==> config.mk <==
export PLATFORM = sky130hd
export DESIGN_NAME = cdc_handshake_tx
export DESIGN_NICKNAME = d
export VERILOG_FILES = /design/src/rtl/cdc_handshake_tx.sv
export SDC_FILE = /design/constraint.sdc
export NUM_CORES = 1
export LEC_CHECK = 0
export ABC_AREA = 1
export CAP_MARGIN = 25
export CORE_UTILIZATION = 49
export CTS_BUF_LIST = sky130_fd_sc_hd__clkbuf_4
export DETAILED_ROUTE_END_ITERATION = 8
export PLACE_DENSITY = 0.93
export SLEW_MARGIN = 20
export SYNTH_ARGS = -nofsm -noshare
export SYNTH_HDL_FRONTEND = slang
export SYNTH_SLANG_ARGS = --single-unit
==> constraint.sdc <==
create_clock -name clk -period 2.7 [get_ports clk]
set_clock_uncertainty 0.15 [all_clocks]
set_input_delay 0.405 -clock clk [delete_from_list [all_inputs] [get_ports clk]]
set_output_delay 0.405 -clock clk [all_outputs]
set_load 0.01 [all_outputs]
==> src/rtl/cdc_handshake_tx.sv <==
// Transmit side of a four-phase req/ack CDC handshake with an ack synchronizer.
// Optional timeout/ERR logic is built only when CDC_TX_TIMEOUT_EN is defined.
module cdc_handshake_tx #(
    parameter int DATA_W      = 8,
    parameter int SYNC_STAGES = 2,
    parameter int TIMEOUT_W   = 8
) (
    input  logic              clk,
    input  logic              rst,
    input  logic              in_valid,
    output logic              in_ready,
    input  logic [DATA_W-1:0] in_data,
    output logic              req_o,
    output logic [DATA_W-1:0] data_o,
    input  logic              ack_i,
    output logic              busy,
    output logic              err,
    input  logic              err_clr,
    output logic [7:0]        xfer_cnt
);

    typedef enum logic [1:0] {
        ST_IDLE,
        ST_REQ,
        ST_REL
`ifdef CDC_TX_TIMEOUT_EN
        , ST_ERR
`endif
    } state_t;

    state_t                 r_state;
    state_t                 w_state_next;
    logic [SYNC_STAGES-1:0] r_ack_sync;
    logic                   w_ack_s;
    logic                   r_req;
    logic [DATA_W-1:0]      r_data;
    logic [7:0]             r_xfer_cnt;
    logic                   w_accept;
    logic                   w_done;
    logic                   w_tmo_hit;

    // ack_i is asynchronous: only the first flop of this chain may sample it.
    always_ff @(posedge clk or posedge rst) begin
        if (rst) begin
            r_ack_sync <= '0;
        end else begin
            r_ack_sync <= {r_ack_sync[SYNC_STAGES-2:0], ack_i};
        end
    end

    assign w_ack_s = r_ack_sync[SYNC_STAGES-1];

`ifdef CDC_TX_TIMEOUT_EN
    localparam logic [TIMEOUT_W-1:0] TMO_LAST = {{(TIMEOUT_W-1){1'b1}}, 1'b0};

    logic [TIMEOUT_W-1:0] r_tmo;
    logic                 r_err;

    // Firing one count early lets ERR and err register on the edge the count hits all-ones.
    assign w_tmo_hit = (r_tmo == TMO_LAST);

    always_ff @(posedge clk or posedge rst) begin
        if (rst) begin
            r_tmo <= '0;
            r_err <= 1'b0;
        end else begin
            if (w_state_next != r_state) begin
                r_tmo <= '0;
            end else if (r_state == ST_REQ || r_state == ST_REL) begin
                r_tmo <= r_tmo + 1'b1;
            end
            if (w_state_next == ST_ERR && r_state != ST_ERR) begin
                r_err <= 1'b1;
            end else if (err_clr) begin
                r_err <= 1'b0;
            end
        end
    end

    assign err = r_err;
`else
    logic w_unused;

    assign w_tmo_hit = 1'b0;
    assign w_unused  = w_tmo_hit | err_clr | (TIMEOUT_W > 0);
    assign err       = 1'b0;
`endif

    always_comb begin
        w_state_next = r_state;
        w_accept     = 1'b0;
        w_done       = 1'b0;
        case (r_state)
            ST_IDLE: begin
                if (in_valid) begin
                    w_accept     = 1'b1;
                    w_state_next = ST_REQ;
                end
            end
            ST_REQ: begin
                if (w_ack_s) begin
                    w_state_next = ST_REL;
                end
`ifdef CDC_TX_TIMEOUT_EN
                else if (w_tmo_hit) begin
                    w_state_next = ST_ERR;
                end
`endif
            end
            ST_REL: begin
                if (!w_ack_s) begin
                    w_done       = 1'b1;
                    w_state_next = ST_IDLE;
                end
`ifdef CDC_TX_TIMEOUT_EN
                else if (w_tmo_hit) begin
                    w_state_next = ST_ERR;
                end
`endif
            end
`ifdef CDC_TX_TIMEOUT_EN
            ST_ERR: begin
                if (!w_ack_s) begin
                    w_state_next = ST_IDLE;
                end
            end
`endif
            default: begin
                w_state_next = ST_IDLE;
            end
        endcase
    end

    // req_o comes straight from a flop so the far domain never sees a glitch.
    always_ff @(posedge clk or posedge rst) begin
        if (rst) begin
            r_state    <= ST_IDLE;
            r_req      <= 1'b0;
            r_data     <= '0;
            r_xfer_cnt <= '0;
        end else begin
            r_state <= w_state_next;
            r_req   <= (w_state_next == ST_REQ);
            if (w_accept) begin
                r_data <= in_data;
            end
            if (w_done) begin
                r_xfer_cnt <= r_xfer_cnt + 8'd1;
            end
        end
    end

    assign req_o    = r_req;
    assign data_o   = r_data;
    assign xfer_cnt = r_xfer_cnt;
    assign in_ready = (r_state == ST_IDLE);
    assign busy     = (r_state != ST_IDLE);

endmodule

Word-level counts from Yosys, hierarchy flattened
Cells that the tools add are included.

storage, ports and cells
  register bits after elaboration = 21
  word-level logic and storage cells = 19
  output and inout port bits = 20
  bits of input ports = 13

operators by class
  reduce and logical (&&, ||, !) cells = 2
  equality and inequality tests = 3
  add/sub/neg operators = 1
  muxes and demuxes = 8

operator list
  kind                                                                    count
  8-bit by 1-bit adder with 8-bit output (second input constant)          1
  2-bit two-way mux                                                       3
  2-bit case mux with 3 select lines                                      1
  2-bit by 1-bit equality test with 1-bit output (second input constant)  2
  1-bit two-way mux                                                       4
  2-bit equality test (second input constant)                             1
  2-bit logical NOT                                                       1
  2-bit nonzero test                                                      1

Longest topological paths before layout
Gate-level depths: netlist of run 1.

  depth after elaboration = 3
  depth in mapped cells = 7
  mapped depth without buffers = 7

Worst setup path after synthesis of run 1
Ideal clock, no wire load.

  path type = reg2out
  start point = reg r_state[1]
  end point = out busy
  path buffers = 1
  data required time = 2.145 ns
  stages on the path, launching flop included = 4
  path slack = 1.332 ns
  arrival = 0.813 ns
  cells stage by stage = dfrtp_1 -> nor2_1 -> buf_4 -> inv_1

on the way
  cells in the longest elaborated chain, start to end = 1

ends and longest elaborated chain
  element                 line  text
  from (decl)             31    state_t r_state;
  from (signal assigned)  142   r_state <= w_state_next;
  2-bit nonzero test      157   assign busy = (r_state != ST_IDLE);
  to (decl)               16    output logic busy,

No other way between the ends.

Worst setup path after layout of run 1
  start point = reg r_state[1]
  end point = out in_ready

on the way
  cells in the longest elaborated chain, start to end = 1

ends and longest elaborated chain
  element            line  text
  2-bit logical NOT  156   assign in_ready = (r_state == ST_IDLE);
  to (decl)          11    output logic in_ready,

No other way between the ends.

==> run metrics, run 1 <==
status complete, no violations; Ports 33; unrepaired setup endpoints after global routing no; post-synthesis mux area share 0%; Worst setup SP type flip-flop; Final GP Congestion 0.816; max frequency 0.473 GHz; min Tclk post-route 2110 ps; Placed Area 1240 um^2; maxcap violations 0; Slew headroom 49.2%; CP max-delay cell clkdlybuf4s50_1; largest net degree at the start of global routing 22; CP required 2140 ps; Simple-Gate Fraction of Synth Area 28.8%; final slew viol count 0; clk slew on worst S/H paths 100 ps; Hold Path End r_ack_sync[1]$_DFF_PP0_; Syn Nets 115; area share of the largest cell type after synthesis 57.0%; sequential fraction of the synthesis area 57.0%; total number of vias 765; CTS Buf Count 3; dpl cells 154; vias in the first global route 720; Peak VDD IR 0.688 mV; first-pass GRT wire length 2690 um; CP Class reg -> out; layout cells sized above 1 9.02%; post-route antenna net violation count 0; Post-Synth XOR/XNOR Area 3.80%; postcts setup bufs 0; worst skew pair latency 300 ps; final std cells w/o fill 158; CTS Root Cell clkbuf_4; crit end category output port; CTS tree done; Clock Path Buffers 2; PD cells 911 nW/um^2; via/cell ratio 4.84; post-synth cell types 22; post-synth top area cell dfrtp_1; drt pass-1 iters 5; Die Span Y 45.4 um; Placeable Area 1750 um^2; DR iter-0 viols 11; largest cells by area after synthesis dfrtp_1, nand2_1, nand3_1; H-Tree Depth 1; hold_sp r_ack_sync[0]$_DFF_PP0_; Ys Warns 0; num rows 15; DIE WIDTH 45.4 um; worst slew pin tran 762 ps; Final setup viols 0; largest family of logic cells by synthesized area simple AND/OR/NAND/NOR gates; FF-to-FF Start xfer_cnt[1]$_DFFE_PP0P_; gr usage total 19.3%; Hold Violations, Final 0; CP peak stage delay 540 ps; area added between synthesis and finish 37.9%; Worst R2R Setup Slack 1390 ps; initial antenna violation count 0; period utilisation layout 78.3%; Syn Inst Count 101; clock sink count 21; total gr overflow 0; Mapped Area 922 um^2; ANT cells 0; R2R Path End xfer_cnt[4]$_DFFE_PP0P_; Finished Cell Area 1270 um^2; wirelength, routed 1660 um; CTS resizes 0; Synth Area in Compound Gates 1.63%; number of buffers inserted by hold repair at cts 0; cells along the critical path nor2_1, buf_4, clkdlybuf4s50_1; WL per Instance 10.5 um; hpwl dp 1320 um; cells on worst reg2reg path 5; Starting Density 52.8%; DRC viols 0; port bufs 30; Synth Area in Adders 1.36%; Yosys reg bits 21; hold path cells 0; setup TNS 0 ps; Pleak 0.629 nW; Mean Syn Cell Area 9.13 um^2; CP arrival 1560 ps; Die ar. 2060 um^2; nets 148; worst min path class reg -> reg; crit-path max FO 11
critical path: cells and delay by family, from the launching register on:
kind / cells / cell delay (ps)
buffers and inverters: 2 / 710
flip-flops: 1 / 430
AND/OR/NAND/NOR: 1 / 120
layout make-up:
cell class	instances	area, um^2
inverter	12	45.0
fill	128	474
sequential	21	526
multi-input combinational	65	332
clock buffer	4	30.0
timing repair buffer	31	308
tap	25	31.3
cell usage in the layout, fill, tap and decap left out:
cell	Yosys	routed
or2_1	1	1
ha_1	1	1
nand2_2	2	2
o21ai_0	2	2
buf_4	2	1
nand3_1	11	11
nor2_2	1	1
nand3_2	1	1
nor3_1	1	1
nor2_1	3	3
clkdlybuf4s50_1	0	30
nand3b_1	1	1
nand2_1	31	31
inv_2	1	1
xor2_1	3	3
xnor2_1	1	1
nand4_1	2	2
dfrtp_1	21	21
nor2_4	2	2
clkbuf_4	0	4
conb_1	1	1
a21oi_1	1	1
inv_1	11	11
how the worst max path moves through the flow:
stage               end  cells after the start                 start  slack [ps]
6_report       in_ready                      3  r_state[1]$_DFF_PP0_         590
5_1_grt        in_ready                      3  r_state[1]$_DFF_PP0_         490
4_1_cts        in_ready                      3  r_state[1]$_DFF_PP0_         570
3_5_place_dp   in_ready                      3  r_state[1]$_DFF_PP0_         920
3_3_place_gp   in_ready                      3  r_state[1]$_DFF_PP0_         910
2_1_floorplan      busy                      3  r_state[1]$_DFF_PP0_        1330
report_power, final:
part	switching (W)	total (W)	internal, W
sequential	0.0000756	0.000492	0.000417
clock	0.0000876	0.000155	0.0000676
combinational	0.000239	0.000511	0.000271
total	0.000402	0.00116	0.000756
cells by family after synthesis:
kind of cell | Yosys count
other | 1
buffers and inverters | 15
XOR/XNOR | 4
flip-flops | 21
adder cells (fa/ha/maj) | 1
AND/OR/NAND/NOR | 56
AO/OA/AOI/OAI | 3
flip-flops by register name, indices dropped and copies added, names as in the netlist:
signal	cells
data_o	8
r_state	2
xfer_cnt	8
req_o	1
r_ack_sync	2
metal layers:
layer | global-route usage (%) | part of all wire, %
met1 | 20.3 | 40
met2 | 32.0 | 50
met3 | 5.56 | 6.4
met4 | 15.2 | 3.1
met5 | 0 | 0
stage by stage:
step / hold WS [ps] / setup slack [ps] / power (W) / utilization (%)
finish: 209 / 586 / 0.00116 / 72.8
floorplan: 181 / 1330 / 0.000736 / -
detailed placement: 188 / 924 / 0.00101 / 71.1
global route: 218 / 491 / 0.00124 / 72.8
CTS: 212 / 574 / 0.00117 / 72.8
global placement: 182 / 906 / 0.000992 / 71.1
synthesized netlist by cell type:
library cell and instances:
inv_1 11, xnor2_1 1, a21oi_1 1, conb_1 1
xor2_1 3, or2_1 1, nand3_1 11, buf_4 2
nand3b_1 1, inv_2 1, nor2_4 2, nand2_1 31
nand3_2 1, nor2_1 3, ha_1 1, o21ai_0 2
nor3_1 1, buf_2 1, nand4_1 2, dfrtp_1 21
nor2_2 1, nand2_2 2
Power figures use the tool's default switching activity.
==> inputs of run 2 (changes only) <==
--- a/config.mk
+++ b/config.mk
@@ -7,10 +7,10 @@
 export LEC_CHECK = 0
 export ABC_AREA = 1
 export CAP_MARGIN = 25
-export CORE_UTILIZATION = 49
+export CORE_UTILIZATION = 41
 export CTS_BUF_LIST = sky130_fd_sc_hd__clkbuf_4
 export DETAILED_ROUTE_END_ITERATION = 8
-export PLACE_DENSITY = 0.93
+export PLACE_DENSITY = 0.84
 export SLEW_MARGIN = 20
 export SYNTH_ARGS = -nofsm -noshare
 export SYNTH_HDL_FRONTEND = slang
==> constraint.sdc (replaced) <==
create_clock -name clk -period 1.7 [get_ports clk]
set_clock_uncertainty 0.15 [all_clocks]
set_input_delay 0.255 -clock clk [delete_from_list [all_inputs] [get_ports clk]]
set_output_delay 0.255 -clock clk [all_outputs]
set_load 0.01 [all_outputs]
==> run metrics, run 2 (synthesized netlist as in run 1, its figures left out) <==
ANT cells 0 (unchanged); Starting Density 45.2% (-7.7 points); commonest cells after routing, fill and taps aside nand2_1, clkdlybuf4s50_1, dfrtp_1; vias in the first global route 808 (+12%); status complete, no violations; area of the multi-input gates 334 um^2 (+0.75%); P_sw 0.000664 W (+65%); Worst setup SP type flip-flop; internal power 0.00126 W (+67%); dpl cells 158 (+2.6%); CP Class reg -> out; CP arrival 1240 ps (-320 ps); min Tclk post-route 1650 ps; CP max-delay cell clkdlybuf4s50_1; worst skew pair latency 290 ps (about the same); nets 158 (+6.8%); Levels on crit path 1 (-2); gr usage total 17.5% (-1.8 points); sw frac 34.5% (-0.26 points); Die Span Y 49.4 um (+8.9%); num rows 16 (+1); period utilisation layout 96.9%; max frequency 0.607 GHz; clk slew on worst S/H paths 110 ps (about the same); port bufs 30 (unchanged); Clk pwr share 12.6% (-0.8 points); final slew viol count 0 (unchanged); Worst Path Buf+Inv 1 (-1); number of buffers inserted by hold repair at cts 0 (unchanged); post-route antenna net violation count 0 (unchanged); Die ar. 2440 um^2 (+19%); commonest non-fill, non-tap cell in the layout nand2_1; WL per Instance 10.5 um (-0.22%); crit-path leading delay family buffers and inverters; CP peak stage delay 550 ps (about the same); area added between synthesis and finish 46.3%; R2R Path End xfer_cnt[6]$_DFFE_PP0P_; DR iter-0 viols 4 (-7); Placement Setup Slack 96.6 ps (-827 ps); Top Layer Used met4; maxcap violations 0 (unchanged); CTS Buf Count 3 (unchanged); final std cells w/o fill 170 (+7.6%); first-pass GRT wire length 3260 um (+21%); M1 wire length 735 um (+11%); crit-path max FO 4 (-7); DIE WIDTH 49.4 um (+8.9%); cells on worst reg2reg path 8 (+3); setup TNS 0 ps (unchanged); FF-to-FF Start xfer_cnt[0]$_DFFE_PP0P_; Seq. cell area 526 um^2 (unchanged); Clock Path Buffers 2 (unchanged); total gr overflow 0 (unchanged); Worst R2R Setup Slack 340 ps (-1050 ps); CP required 1290 ps (-850 ps); cells along the critical path clkdlybuf4s50_1; wirelength, routed 1780 um (+7.4%); Reg power frac 39.2% (-3.3 points); met2 WL post-DR 886 um (+6.2%); DRC viols 0 (unchanged); drt pass-1 iters 4 (-1); CTS Root Cell clkbuf_4; Critical Path End xfer_cnt[5]; layout cells sized above 1 16.1% (+7.1 points); Peak VDD IR 0.944 mV (+37%); Pleak 0.682 nW (+8.6%); final worst slack 52.8 ps (-533 ps); hpwl dp 1390 um (+5.4%); Final GP Congestion 0.816 (about the same); worst min path class in -> async; critical path launch point xfer_cnt[5]$_DFFE_PP0P_; clock sink count 21 (unchanged); Final setup viols 0 (unchanged); PD cells 1430 nW/um^2 (+57%); CTS tree done; crit end category output port; initial antenna violation count 0 (unchanged); largest net degree at the start of global routing 22 (unchanged); combinational power share 48.2% (+4.1 points); Ports 33 (unchanged); unrepaired setup endpoints after global routing no; total power 0.00193 W (+66%); via/cell ratio 4.61 (-4.9%); Placeable Area 2040 um^2 (+17%); Hold Violations, Final 0 (unchanged); met3 routed WL 145 um (+36%); total number of vias 783 (+2.4%); Filler Cell Count 188 (+47%); H-Tree Depth 1 (unchanged)
## run 2: final cells by class
| class | count | area share, % |
|---|---|---|
| Tap cell | 27 | 2.50 |
| Inverter | 12 | 3.34 |
| Multi-Input combinational cell | 65 | 24.8 |
| Sequential cell | 21 | 39.0 |
| Timing Repair Buffer | 41 | 28.2 |
| Clock buffer | 4 | 2.23 |
## run 2: what timing repair did
action / CTS / global route
resized for setup: 3 / 0
setup buffers: 3 / 5
setup endpoints to repair: 4 / 3
pin swaps: 1 / 0
cloned: 0 / 0
## run 2: layer usage
metal	vias to the layer above	global-route usage (%)
li1	396	-
met1	357	17.9
met2	28	33.6
met3	2	5.92
met4	0	4.29
met5	-	0
## run 2: power groups by stage
stage | sequential, W | clock, W | combinational [W]
3_5_place_dp | 0.000796 | 0 | 0.000833
2_1_floorplan | 0.000845 | 0 | 0.000325
6_report | 0.000756 | 0.000242 | 0.000928
4_1_cts | 0.000767 | 0.000251 | 0.000883
5_1_grt | 0.000774 | 0.000273 | 0.00103
3_3_place_gp | 0.000782 | 0 | 0.000805
## run 2: worst min-delay path by stage
stage                             from                       to  slack, ps  depth (start not counted)
2_1_floorplan                      rst    data_o[0]$_DFFE_PP0P_         80                          1
3_3_place_gp   r_ack_sync[0]$_DFF_PP0_  r_ack_sync[1]$_DFF_PP0_        180                          0
3_5_place_dp   r_ack_sync[0]$_DFF_PP0_  r_ack_sync[1]$_DFF_PP0_        190                          0
4_1_cts                            rst  xfer_cnt[2]$_DFFE_PP0P_        130                          3
5_1_grt                            rst  xfer_cnt[0]$_DFFE_PP0P_        170                          3
6_report                           rst  xfer_cnt[2]$_DFFE_PP0P_        120                          3
## run 2: stage by stage
| step | hold WS, ps | area [um^2] | utilization, % |
|---|---|---|---|
| after detailed placement | 186 | 1260 | 61.6 |
| after global routing | 170 | 1350 | 66.1 |
| after global placement | 183 | 1260 | 61.6 |
| after CTS | 128 | 1310 | 64.2 |
| after floorplan | 81.5 | 922 | - |
| final | 124 | 1350 | 66.1 |
==> inputs of run 3 (changes only) <==
--- a/config.mk
+++ b/config.mk
@@ -10,6 +10,7 @@
 export CORE_UTILIZATION = 41
 export CTS_BUF_LIST = sky130_fd_sc_hd__clkbuf_4
 export DETAILED_ROUTE_END_ITERATION = 8
+export MAX_ROUTING_LAYER = met4
 export PLACE_DENSITY = 0.84
 export SLEW_MARGIN = 20
 export SYNTH_ARGS = -nofsm -noshare
==> results of run 3 <==
Same layout as run 2: the final DEF is identical, and so are final timing and power.
Among the figures that moved: final weighted congestion in routability-driven placement 0.816 -> 0.828; overall routing resource usage 17.5% -> 18.0%
